==> config.mk <==
export PLATFORM = sky130hd
export DESIGN_NAME = spike_aer_encoder_flat
export DESIGN_NICKNAME = d
export VERILOG_FILES = /design/src/rtl/spike_aer_encoder_pkg.sv /design/src/rtl/spike_aer_encoder_if.sv /design/src/rtl/spike_aer_encoder_fifo.sv /design/src/rtl/spike_aer_encoder.sv /design/src/flat_wrapper.sv
export SDC_FILE = /design/constraint.sdc
export NUM_CORES = 1
export LEC_CHECK = 0
export CAP_MARGIN = 20
export CORE_MARGIN = 8
export CORE_UTILIZATION = 44
export CTS_CLUSTER_DIAMETER = 40
export CTS_CLUSTER_SIZE = 28
export DETAILED_ROUTE_END_ITERATION = 8
export PLACE_DENSITY = 0.71
export SETUP_SLACK_MARGIN = 0.4
export SYNTH_ARGS = -nofsm -noshare
export SYNTH_HDL_FRONTEND = slang
export SYNTH_SLANG_ARGS = --single-unit
==> constraint.sdc <==
create_clock -name clk -period 2.33 [get_ports clk]
set_input_delay 0.466 -clock clk [delete_from_list [all_inputs] [get_ports clk]]
set_output_delay 0.466 -clock clk [all_outputs]
set_load 0.02 [all_outputs]
==> src/rtl/spike_aer_encoder_pkg.sv <==
// Shared definitions for the spike AER encoder: default widths, the
// address-event word layout and a constant-friendly clog2 helper.
package aer_pkg;

    localparam int N_NEURONS_DEF  = 4;
    localparam int ID_W_DEF       = 2;
    localparam int TS_W_DEF       = 8;
    localparam int FIFO_DEPTH_DEF = 4;

    // One address-event word at the default widths: neuron id, then timestamp.
    typedef struct packed {
        logic [ID_W_DEF-1:0] id;
        logic [TS_W_DEF-1:0] ts;
    } aer_event_t;

    // Ceiling log2; usable in parameter and port-width expressions.
    function automatic int clog2(input int value);
        int result;
        result = 0;
        for (int i = 0; i < 31; i++) begin
            if ((1 << i) < value) begin
                result = i + 1;
            end
        end
        return result;
    endfunction

endpackage

==> src/rtl/spike_aer_encoder_if.sv <==
// Valid/ready address-event stream from the encoder towards the IO stage.
interface spike_aer_encoder_if
    import aer_pkg::*;
#(
    parameter int ID_W = ID_W_DEF,
    parameter int TS_W = TS_W_DEF
);

    logic            ev_valid;
    logic            ev_ready;
    logic [ID_W-1:0] ev_id;
    logic [TS_W-1:0] ev_ts;

    // Event producer (the encoder).
    modport master (output ev_valid, ev_id, ev_ts, input ev_ready);

    // Event consumer (the IO stage).
    modport slave (input ev_valid, ev_id, ev_ts, output ev_ready);

endinterface

==> src/rtl/spike_aer_encoder_fifo.sv <==
// Synchronous event FIFO with registered pointers and an occupancy count.
// A push into a full FIFO is accepted only when a pop happens in the same
// cycle; the head entry is visible combinationally on o_data.
module spike_event_fifo
    import aer_pkg::*;
#(
    parameter int WIDTH = 10,
    parameter int DEPTH = 4
) (
    input  logic                 clk,
    input  logic                 rst_n,
    input  logic                 i_push,
    input  logic [WIDTH-1:0]     i_data,
    input  logic                 i_pop,
    output logic [WIDTH-1:0]     o_data,
    output logic                 o_full,
    output logic                 o_empty,
    output logic [clog2(DEPTH):0] o_count
);

    localparam int AW = clog2(DEPTH);
    localparam int CW = AW + 1;

    logic [WIDTH-1:0] r_mem [DEPTH];
    logic [AW-1:0]    r_wr_ptr;
    logic [AW-1:0]    r_rd_ptr;
    logic [CW-1:0]    r_count;
    logic             w_push_ok;
    logic             w_pop_ok;

    assign o_empty   = (r_count == '0);
    assign o_full    = (r_count == CW'(DEPTH));
    assign w_pop_ok  = i_pop & ~o_empty;
    assign w_push_ok = i_push & (~o_full | w_pop_ok);
    assign o_data    = r_mem[r_rd_ptr];
    assign o_count   = r_count;

    // Entry storage: written on an accepted push.
    // NOTE: storage has no reset; the count gates every read, so stale data is never observed.
    always_ff @(posedge clk) begin
        if (w_push_ok) begin
            r_mem[r_wr_ptr] <= i_data;
        end
    end

    // Pointer and occupancy bookkeeping; pointers wrap naturally (DEPTH is a power of 2).
    // NOTE: sequential state uses non-blocking assignments so every flop samples pre-edge values.
    always_ff @(posedge clk or negedge rst_n) begin
        if (!rst_n) begin
            r_wr_ptr <= '0;
            r_rd_ptr <= '0;
            r_count  <= '0;
        end else begin
            if (w_push_ok) begin
                r_wr_ptr <= r_wr_ptr + AW'(1);
            end
            if (w_pop_ok) begin
                r_rd_ptr <= r_rd_ptr + AW'(1);
            end
            case ({w_push_ok, w_pop_ok})
                2'b10:   r_count <= r_count + CW'(1);
                2'b01:   r_count <= r_count - CW'(1);
                default: r_count <= r_count;
            endcase
        end
    end

endmodule

==> src/rtl/spike_aer_encoder.sv <==
// Spike AER encoder: detects rising edges on the neuron spike levels,
// holds one pending event per neuron, serialises them round-robin into
// an event FIFO and presents {id, ts} words on a valid/ready stream.
// Build option: define AER_TIMESTAMP_EN to carry a free-running timestamp
// with each event; without it ev_ts is tied to 0 and only ids are stored.
module spike_aer_encoder
    import aer_pkg::*;
#(
    parameter int N_NEURONS  = N_NEURONS_DEF,
    parameter int ID_W       = ID_W_DEF,
    parameter int TS_W       = TS_W_DEF,
    parameter int FIFO_DEPTH = FIFO_DEPTH_DEF
) (
    input  logic                       clk,
    input  logic                       rst_n,
    input  logic                       ena,
    input  logic [N_NEURONS-1:0]       spike_in,
    spike_aer_encoder_if.master        ev,
    output logic [clog2(FIFO_DEPTH):0] fifo_count,
    input  logic                       clr_overflow,
    output logic                       overflow
);

`ifdef AER_TIMESTAMP_EN
    localparam int DW = ID_W + TS_W;
`else
    localparam int DW = ID_W;
`endif

    logic [N_NEURONS-1:0] r_spike_prev;
    logic [N_NEURONS-1:0] r_pending;
    logic [ID_W-1:0]      r_rr_ptr;
    logic                 r_overflow;

    logic [N_NEURONS-1:0] w_rise;
    logic [N_NEURONS-1:0] w_drain;
    logic [N_NEURONS-1:0] w_drop;
    logic [N_NEURONS-1:0] w_capture;
    logic                 w_grant_valid;
    logic [ID_W-1:0]      w_grant_id;
    logic [ID_W-1:0]      w_rr_next;
    logic                 w_push;
    logic                 w_pop;
    logic                 w_full;
    logic                 w_empty;
    logic [DW-1:0]        w_push_data;
    logic [DW-1:0]        w_head;

    assign w_rise = spike_in & ~r_spike_prev;

    // A rise on a neuron whose previous event is still pending (and not
    // leaving this cycle) is lost; otherwise it becomes pending.
    assign w_drop    = {N_NEURONS{ena}} & w_rise & r_pending & ~w_drain;
    assign w_capture = {N_NEURONS{ena}} & w_rise & ~w_drop;

    // Round-robin pick: first pending neuron at or after r_rr_ptr, wrapping.
    // NOTE: every always_comb output gets a default first so no latch is inferred.
    always_comb begin
        w_grant_valid = 1'b0;
        w_grant_id    = '0;
        // Scan from the far end so the closest candidate is assigned last.
        for (int k = N_NEURONS - 1; k >= 0; k--) begin
            logic [ID_W-1:0] idx;
            idx = ID_W'((int'(r_rr_ptr) + k) % N_NEURONS);
            if (r_pending[idx]) begin
                w_grant_valid = 1'b1;
                w_grant_id    = idx;
            end
        end
    end

    assign w_pop     = ~w_empty & ev.ev_ready;
    assign w_push    = w_grant_valid & (~w_full | w_pop);
    assign w_rr_next = (w_grant_id == ID_W'(N_NEURONS - 1)) ? '0 : w_grant_id + ID_W'(1);

    // One-hot of the pending bit leaving for the FIFO this cycle.
    always_comb begin
        w_drain = '0;
        if (w_push) begin
            w_drain[w_grant_id] = 1'b1;
        end
    end

    // Edge history, pending set/clear, arbitration pointer and sticky overflow.
    always_ff @(posedge clk or negedge rst_n) begin
        if (!rst_n) begin
            r_spike_prev <= '0;
            r_pending    <= '0;
            r_rr_ptr     <= '0;
            r_overflow   <= 1'b0;
        end else begin
            r_spike_prev <= spike_in;
            r_pending    <= (r_pending & ~w_drain) | w_capture;
            if (w_push) begin
                r_rr_ptr <= w_rr_next;
            end
            if (|w_drop) begin
                r_overflow <= 1'b1;
            end else if (clr_overflow) begin
                r_overflow <= 1'b0;
            end
        end
    end

`ifdef AER_TIMESTAMP_EN
    logic [TS_W-1:0] r_ts;
    logic [TS_W-1:0] r_pend_ts [N_NEURONS];

    // Free-running timestamp and per-neuron capture of its pre-increment value.
    always_ff @(posedge clk or negedge rst_n) begin
        if (!rst_n) begin
            r_ts <= '0;
            for (int i = 0; i < N_NEURONS; i++) begin
                r_pend_ts[i] <= '0;
            end
        end else begin
            if (ena) begin
                r_ts <= r_ts + TS_W'(1);
            end
            for (int i = 0; i < N_NEURONS; i++) begin
                if (w_capture[i]) begin
                    r_pend_ts[i] <= r_ts;
                end
            end
        end
    end

    assign w_push_data = {w_grant_id, r_pend_ts[w_grant_id]};
    assign ev.ev_id    = w_head[DW-1 -: ID_W];
    assign ev.ev_ts    = w_head[TS_W-1:0];
`else
    assign w_push_data = w_grant_id;
    assign ev.ev_id    = w_head;
    assign ev.ev_ts    = TS_W'(0);
`endif

    spike_event_fifo #(
        .WIDTH (DW),
        .DEPTH (FIFO_DEPTH)
    ) u_fifo (
        .clk     (clk),
        .rst_n   (rst_n),
        .i_push  (w_push),
        .i_data  (w_push_data),
        .i_pop   (w_pop),
        .o_data  (w_head),
        .o_full  (w_full),
        .o_empty (w_empty),
        .o_count (fifo_count)
    );

    assign ev.ev_valid = ~w_empty;
    assign overflow    = r_overflow;

endmodule
==> src/flat_wrapper.sv <==
// flat-port wrapper written by rule: the top's interface ports become plain ports
module spike_aer_encoder_flat import aer_pkg::*;
#(
    parameter int N_NEURONS  = N_NEURONS_DEF,
    parameter int ID_W       = ID_W_DEF,
    parameter int TS_W       = TS_W_DEF,
    parameter int FIFO_DEPTH = FIFO_DEPTH_DEF
)
  (clk, rst_n, ena, spike_in, fifo_count, clr_overflow, overflow, ev_ev_valid, ev_ev_id, ev_ev_ts, ev_ev_ready);
  spike_aer_encoder_if #(.ID_W(ID_W), .TS_W(TS_W)) ev_i ();
  input  logic clk;
  input  logic rst_n;
  input  logic ena;
  input  logic [N_NEURONS-1:0] spike_in;
  output logic [clog2(FIFO_DEPTH):0] fifo_count;
  input  logic clr_overflow;
  output logic overflow;
  output wire logic [$bits(ev_i.ev_valid)-1:0] ev_ev_valid;
  output wire logic [$bits(ev_i.ev_id)-1:0] ev_ev_id;
  output wire logic [$bits(ev_i.ev_ts)-1:0] ev_ev_ts;
  input wire logic [$bits(ev_i.ev_ready)-1:0] ev_ev_ready;
  assign ev_ev_valid = ev_i.ev_valid;
  assign ev_ev_id = ev_i.ev_id;
  assign ev_ev_ts = ev_i.ev_ts;
  assign ev_i.ev_ready = ev_ev_ready;
  spike_aer_encoder #(.N_NEURONS(N_NEURONS), .ID_W(ID_W), .TS_W(TS_W), .FIFO_DEPTH(FIFO_DEPTH)) u_core (.clk(clk), .rst_n(rst_n), .ena(ena), .spike_in(spike_in), .ev(ev_i), .fifo_count(fifo_count), .clr_overflow(clr_overflow), .overflow(overflow));
endmodule
==> summary.txt, run 1 <==
Setup path
  – Category of the critical setup timing path: reg -> reg
  – Category of the worst setup path launch point: register
  – Arrival time at the worst endpoint: 2.46 ns
  – Crit end category: register
  – Cell with the biggest individual delay on the critical path: or4b_4
  – Crit-path cells: or4b_4 > a21boi_4 > inv_2 > ha_4 > inv_2 > fa_2 > xor2_1 > nor2_1 > xor2_1
  – Crit path required time: between 2 and 3 ns
  – Max FO, Critical Path: 2
  – Largest stage delay on the critical path: about 0.54 ns

Logic synthesis
  – Combinational family with the most area after synthesis: simple AND/OR/NAND/NOR gates
  – Post-synthesis share of cell area spent on xor and xnor gates: 3.91%
  – Syn Inst Count: 112
  – Simple logic cell fraction of the synthesized area: 11.3%
  – Proportion of synthesized area in mux cells: 5.59%
  – Number of synthesized register bits: 26
  – Synthesized-area fraction occupied by adder cells: 9.88%
  – Distinct cells, synth: 35
  – Count of warnings emitted by yosys: 0
  – Area fraction in compound gates after synthesis: 9.41%
  – Avg Synthesized Cell Area: ~12 um2
  – Register area share after synthesis: 51.4%
  – Combined area of all synthesized cells: 1340 um2

GRT
  – Global-route total usage across every layer: 9.97%
  – Global-route wire length before repair: 4.04 mm
  – Number of antenna violations at the first check in global routing: 0
  – Met3 Use GR: 2.09%
  – Via count of the first global-routing pass: about 870
  – Global routing usage on met2: 16.5%
  – Layer carrying the most global-route usage: met2
  – Maximum number of pins on one net before global-route repair: 19
  – Met1 track demand over resource in global routing: around an eighth
  – Grt ovf: 0

Die
  – Count of boundary I/O pins: 24
  – Initial core utilization: 45.1%
  – Cell Rows: 20
  – Y dimension of the die: 71.2 um
  – Die Width: just over 70 um
  – Die area: 5070 um2
  – Area of the core region: 2980 um2

Run
  – Number of maximum-capacitance violations: 0

CTS
  – H-tree lvl count: 1
  – Clock slew at the register clock pins of the worst setup and hold paths: 0.15 ns
  – Num CTS Buffers: 3
  – Clock Latency Late Sink: approximately 0.33 ns
  – Number of buffers on the longest clock path: 2
  – Clock Root Buffer: clkbuf_4
  – Clock tree from TritonCTS: done
  – Sink count of the clock tree: 26

Power
  – Clock network power share: 9.1%
  – Power dissipated by switching net loads: 0.000943 W
  – Net switching share of the total power: between 30% and 40%
  – Static leakage power: 0.768 nW
  – Proportion of power drawn by flip-flops and latches: 35.7%
  – Combinational share of power: between 50% and 60%
  – Pwr per Cell Area: 1500 nW/um2
  – Internal portion of total power: 0.00154 W
  – Largest voltage drop on the vdd net: 0.000794 V
  – Overall power after layout: 0.00248 W

Routing
  – Number of antenna-violating nets in the routed design: 0
  – Initial DRC Count: 61
  – Per-cell routed wire length: 14.2 um
  – Number of vias in the routed layout: 874
  – Residual DRC: 0
  – Number of detailed-routing iterations run before antenna repair: 4
  – Routed Wire Length: approximately 2.5 mm
  – Via-to-Cell Ratio: 5.02

Placed design
  – Detailed Place HPWL: about 1.9 mm
  – Final weighted congestion of routability-driven global placement: 0.807
  – Port buffer count: 15

Final layout
  – Fraction of layout cells with a size suffix above 1: 29.1%
  – Area Growth Syn to Fin: 22.9%
  – Final-stage net count: between 150 and 200
  – N_diodes: 0

Timing
  – Final Cycle Share: 95.0%
  – Final-report setup violation count: 0
  – Highest Clock Rate: 0.452 GHz
  – Min Clock Period, post-route: 2.21 ns
  – Hold slack final: between 0.4 and 0.5 ns
  – Clock tree skew after final layout: 0.0179 ns
  – Final TNS setup: 0 ns
  – Final number of hold-violating endpoints: 0
  – Final Max Tran Viols: 0
  – RSZ-0062 raised after global routing: yes

Run status
  – Outcome: complete, no violations

Min path
  – Worst hold path type: in -> async
-- layer usage --
layer / wire length, um / part of all wire (%) / up-vias
met4: 48 / 1.9 / 0
met1: 1090 / 44 / 426
li1: - / - / 422
met5: 0 / 0 / -
met2: 1240 / 50 / 21
met3: 95 / 3.8 / 5
-- what timing repair did --
item | in CTS | in global routing
setup endpoints to repair | 5 | 7
cloned | 0 | 0
setup buffers | 6 | 2
pin swaps | 6 | 3
hold buffers | 0 | 0
resized for setup | 16 | 11
-- flip-flops by register name (all words and copies together), names as in the netlist --
register and flops:
u_core.r_spike_prev 4, u_core.u_fifo.r_wr_ptr 2, u_core.r_pending 4, u_core.u_fifo.r_mem 8, u_core.overflow 1, u_core.u_fifo.r_rd_ptr 2, u_core.r_rr_ptr 2, u_core.u_fifo.o_count 3
-- logic make-up (layout without fill, tap and decap cells) --
family                   Yosys count  count (layout)
adder cells (fa/ha/maj)           10              10
buffers and inverters             21              43
flip-flops                        26              26
AND/OR/NAND/NOR                   27              27
other                              1               8
XOR/XNOR                           6               6
AO/OA/AOI/OAI                     17              17
multiplexers                       4               4
-- synthesized netlist by cell type --
cell,instances,area (um2)
nand3_1,1,5.00
conb_1,1,3.75
nand4_1,1,6.26
a41oi_1,1,8.76
nand2b_1,2,12.5
nor3_1,1,5.00
inv_1,12,45.0
o22a_1,1,8.76
fa_1,1,20.0
a21oi_1,5,25.0
nand2_1,8,30.0
a21o_1,1,7.51
and2_2,4,30.0
ha_1,9,113
o21ai_0,3,15.0
xnor2_1,3,26.3
nor2b_1,3,18.8
nor2_1,3,11.3
o22ai_1,1,6.26
mux2_4,2,30.0
xor2_1,3,26.3
a211o_1,1,8.76
a32o_1,1,10.0
and2_1,1,6.26
buf_2,1,5.00
or3_2,1,7.51
nand4b_1,1,8.76
buf_4,8,60.1
a31o_2,1,8.76
a21boi_4,1,18.8
dfrtp_1,18,450
edfxtp_1,8,240
a22o_1,1,8.76
or4b_1,1,10.0
mux4_2,2,45.0
-- worst max-delay path: cells and delay by family (launching register included) --
| family | cells | cell delay, ns |
|---|---|---|
| XOR/XNOR | 2 | 0.30 |
| AO/OA/AOI/OAI | 1 | 0.16 |
| adder cells (fa/ha/maj) | 2 | 0.46 |
| buffers and inverters | 2 | 0.12 |
| flip-flops | 1 | 0.43 |
| AND/OR/NAND/NOR | 2 | 0.68 |
-- area by class of cell --
cell class | count | area [um2]
Inverter | 12 | 45.0
Tap cell | 33 | 41.3
Clock buffer | 4 | 36.3
Timing Repair Buffer | 27 | 243
Fill cell | 255 | 1330
Sequential cell | 26 | 694
Multi-Input combinational cell | 72 | 591
-- power groups by stage --
stage	clock, W	sequential, W	combinational [W]
final	0.000227	0.000886	0.00137
after global routing	0.000247	0.000910	0.00152
after CTS	0.000230	0.000892	0.00128
after detailed placement	0	0.000909	0.00122
after global placement	0	0.000894	0.00117
after floorplan	0	0.000906	0.000827
-- cell usage in the layout (no fill, tap or decap), types with 4 or more instances in the layout --
| master | instances |
|---|---|
| conb_1 | 8 |
| and2_2 | 4 |
| ha_1 | 8 |
| inv_1 | 9 |
| edfxtp_1 | 8 |
| clkdlybuf4s50_1 | 10 |
| a21oi_1 | 5 |
| dfrtp_1 | 15 |
| buf_4 | 11 |
| nand2_1 | 8 |
-- worst paths after layout --
| path | from | end | slack (ns) | depth (start not counted) |
|---|---|---|---|---|
| worst max-delay path | u_core.u_fifo.o_count[1]$_DFFE_PN0P_ | u_core.u_fifo.o_count[2]$_DFFE_PN0P_ | 0.12 | 9 |
| worst min-delay path | rst_n | u_core.r_spike_prev[2]$_DFF_PN0_ | 0.44 | 2 |
| worst max register to register | u_core.u_fifo.o_count[1]$_DFFE_PN0P_ | u_core.u_fifo.o_count[2]$_DFFE_PN0P_ | 0.12 | 9 |
| worst min register to register | u_core.r_spike_prev[2]$_DFF_PN0_ | u_core.r_pending[2]$_DFF_PN0_ | 0.48 | 1 |
| max in group asynchronous | rst_n | u_core.u_fifo.o_count[1]$_DFFE_PN0P_ | 1.65 | 2 |
| min in group clk | u_core.r_spike_prev[2]$_DFF_PN0_ | u_core.r_pending[2]$_DFF_PN0_ | 0.48 | 1 |
-- per-stage QoR --
stage	std cells	utilization [%]	area [um2]	worst slack (ns)
after floorplan	119	-	1380	-0.0259
after global placement	162	51.5	1530	-0.269
after detailed placement	162	51.5	1530	-0.365
after CTS	172	54.2	1620	0.113
after global routing	174	55.4	1650	0.0208
final	174	55.4	1650	0.117
(Power assumes the default switching activity.)
==> run 2: changes to the inputs <==
clock period = 1.9 ns   (was 2.33 ns; I/O delays follow)
==> summary.txt, run 2 (same netlist as run 1, synthesis figures left out) <==
Setup path
  – Cell with the biggest individual delay on the critical path: or4b_4
  – Category of the critical setup timing path: reg -> reg
  – Worst path bufs/invs: 2 (unchanged)
  – Category of the worst setup path launch point: register
  – Dominant delay contributor by cell family on the critical path: simple AND/OR/NAND/NOR gates
  – Number of cells traversed by the worst register-to-register path: 9 (unchanged)
  – Max FO, Critical Path: 2 (unchanged)
  – Crit end category: register
  – Levels on crit path: 9 (unchanged)
  – Largest stage delay on the critical path: 0.55 ns (about the same)
  – Crit path required time: 2.21 ns (-0.37 ns)
  – Arrival time at the worst endpoint: 2.46 ns (about the same)
  – Crit-path cells: or4b_4 > a21boi_4 > inv_2 > ha_4 > inv_2 > fa_2 > xor2_1 > nor2_1 > xor2_1

GRT
  – Global-route wire length before repair: 5.34 mm (+32%)
  – Maximum number of pins on one net before global-route repair: 19 (unchanged)
  – Via count of the first global-routing pass: 1078 (+24%)
  – Grt ovf: 0 (unchanged)
  – Global-route total usage across every layer: 13.9% (+3.9 points)
  – Number of antenna violations at the first check in global routing: 0 (unchanged)

CTS
  – H-tree lvl count: 1 (unchanged)
  – Number of buffers on the longest clock path: 2 (unchanged)
  – Clock Root Buffer: clkbuf_4
  – Sink count of the clock tree: 26 (unchanged)
  – Clock tree from TritonCTS: done
  – Clock slew at the register clock pins of the worst setup and hold paths: 0.16 ns (about the same)
  – Num CTS Buffers: 3 (unchanged)
  – CTS Hold Buffers Added: 0 (unchanged)
  – Clock Latency Late Sink: 0.36 ns (+0.03 ns)

Final layout
  – Commonest cells after routing, fill and taps aside: 22 x buf_4, 15 x buf_6, 11 x dfrtp_1, 8 x conb_1, 8 x edfxtp_1
  – Largest registers: u_core.u_fifo.r_mem (8), u_core.r_pending (4), u_core.r_spike_prev (4)
  – Fraction of layout cells with a size suffix above 1: 56.9% (+28 points)
  – Most common cell after layout, fill and taps aside: buf_4
  – Seq. cell area: 699 um2 (+0.72%)
  – Area of combinational cells with multiple inputs: 746 um2 (+26%)
  – N_diodes: 0 (unchanged)
  – Flip-flop count of the largest register after layout: 8 (unchanged)
  – Most flops, register: u_core.u_fifo.r_mem
  – Final-layout fill cell count: 218 (-15%)
  – Post-layout utilization of the core: 67.4% (+12 points)
  – Final-stage net count: 180 (+12%)
  – Area Growth Syn to Fin: 49.6%

Timing
  – Final-report setup violation count: 5 (+5)
  – Highest Clock Rate: 0.463 GHz (+2.6%)
  – Hold slack final: 0.326 ns (-0.117 ns)
  – Minimum setup slack in the final design: -0.258 ns (-0.375 ns)
  – Min Clock Period, post-route: 2.16 ns (-0.0552 ns)
  – Clock tree skew after final layout: 0.0145 ns (-0.00338 ns)
  – Final Max Tran Viols: 0 (unchanged)
  – Final number of hold-violating endpoints: 0 (unchanged)
  – RSZ-0062 raised after global routing: yes
  – Final Cycle Share: 114% (+19 points)

Power
  – Static leakage power: 0.915 nW (+19%)
  – Internal portion of total power: 0.00259 W (+69%)
  – Clock network power share: 9.7% (+0.6 points)
  – Combinational share of power: 63.9% (+8.8 points)
  – Largest voltage drop on the vdd net: 0.00107 V (+35%)
  – Proportion of power drawn by flip-flops and latches: 26.4% (-9.3 points)
  – Net switching share of the total power: 37.9% (-0.15 points)
  – Power dissipated by switching net loads: 0.00158 W (+68%)
  – Pwr per Cell Area: 2080 nW/um2 (+38%)

Placed design
  – Detailed Place HPWL: 1.85 mm (about the same)
  – Port buffer count: 15 (unchanged)
  – Final weighted congestion of routability-driven global placement: 0.828 (+2.5%)

Min path
  – Worst hold path type: in -> async

Routing
  – Routed Wire Length: 3.43 mm (+39%)
  – Initial DRC Count: 33 (-46%)
  – Number of antenna-violating nets in the routed design: 0 (unchanged)
  – Residual DRC: 0 (unchanged)
  – Via-to-Cell Ratio: 5.18 (+3.0%)
  – Number of vias in the routed layout: 999 (+14%)
  – Per-cell routed wire length: 17.8 um (+25%)
  – Number of detailed-routing iterations run before antenna repair: 4 (unchanged)

Die
  – Die area: 5070 um2 (unchanged)
  – Count of boundary I/O pins: 24 (unchanged)
  – Y dimension of the die: 71.2 um (unchanged)
  – Area of the core region: 2980 um2 (unchanged)
  – Die Width: 71.2 um (unchanged)
  – Cell Rows: 20 (unchanged)
  – Initial core utilization: 45.1% (unchanged)

Run status
  – Violated checks: negative setup slack
  – Outcome: finished with violations

Run
  – Number of maximum-capacitance violations: 0 (unchanged)
run 2: per-stage QoR:
stage | instance area, um2 | worst slack [ns] | total power (W) | instances | TNS (ns)
global route | 2010 | -0.353 | 0.00442 | 193 | -0.826
floorplan | 1390 | -0.391 | 0.00216 | 119 | -0.683
global placement | 1580 | -0.613 | 0.00263 | 167 | -3.45
detailed placement | 1580 | -0.688 | 0.00271 | 167 | -3.90
CTS | 1910 | -0.226 | 0.00382 | 187 | -0.316
finish | 2010 | -0.258 | 0.00417 | 193 | -0.558
run 2: per-layer routing:
layer | track usage, % | share of wire, %
met1 | 13.8 | 38
met2 | 25.2 | 54
met3 | 4.32 | 5.0
met4 | 7.62 | 3.1
met5 | 0 | 0
run 2: what timing repair did:
item                                    in CTS  in global routing
setup buffers                               16                  6
endpoints found under the hold margin        0                  0
pin swaps                                    9                  8
endpoints found under the setup margin      29                 28
resized for setup                           81                 12
run 2: cell type report:
class / count / area share, %
well taps: 33 / 2.06
clock inverters: 1 / 1.50
flip-flops and latches: 26 / 34.8
clock buffers: 3 / 1.12
repair buffers: 46 / 21.0
inverters: 12 / 2.37
multi-input cells: 72 / 37.1
run 2: final timing paths:
| check | start | end | slack, ns |
|---|---|---|---|
| max in group asynchronous | rst_n | u_core.u_fifo.o_count[0]$_DFFE_PN0P_ | 1.34 |
| setup / recovery | u_core.u_fifo.o_count[0]$_DFFE_PN0P_ | u_core.u_fifo.o_count[2]$_DFFE_PN0P_ | -0.26 |
| hold reg to reg | u_core.r_spike_prev[2]$_DFF_PN0_ | u_core.r_pending[2]$_DFF_PN0_ | 0.47 |
| hold / removal | rst_n | u_core.u_fifo.r_rd_ptr[0]$_DFFE_PN0P_ | 0.33 |
| setup reg to reg | u_core.u_fifo.o_count[0]$_DFFE_PN0P_ | u_core.u_fifo.o_count[2]$_DFFE_PN0P_ | -0.26 |
| min in group clk | u_core.r_spike_prev[2]$_DFF_PN0_ | u_core.r_pending[2]$_DFF_PN0_ | 0.47 |
run 2: power groups by stage:
stage	sequential [W]	clock, W	combinational [W]
after floorplan	0.00111	0	0.00104
after global placement	0.00107	0	0.00156
after detailed placement	0.00108	0	0.00163
after CTS	0.00108	0.000383	0.00236
after global routing	0.00113	0.000428	0.00286
final	0.00110	0.000405	0.00267
==> run 3: changes to the inputs <==
HOLD_SLACK_MARGIN = 0.05   (was not set)
==> results of run 3 <==
The final DEF is identical to that of run 2; final timing and power are the same.
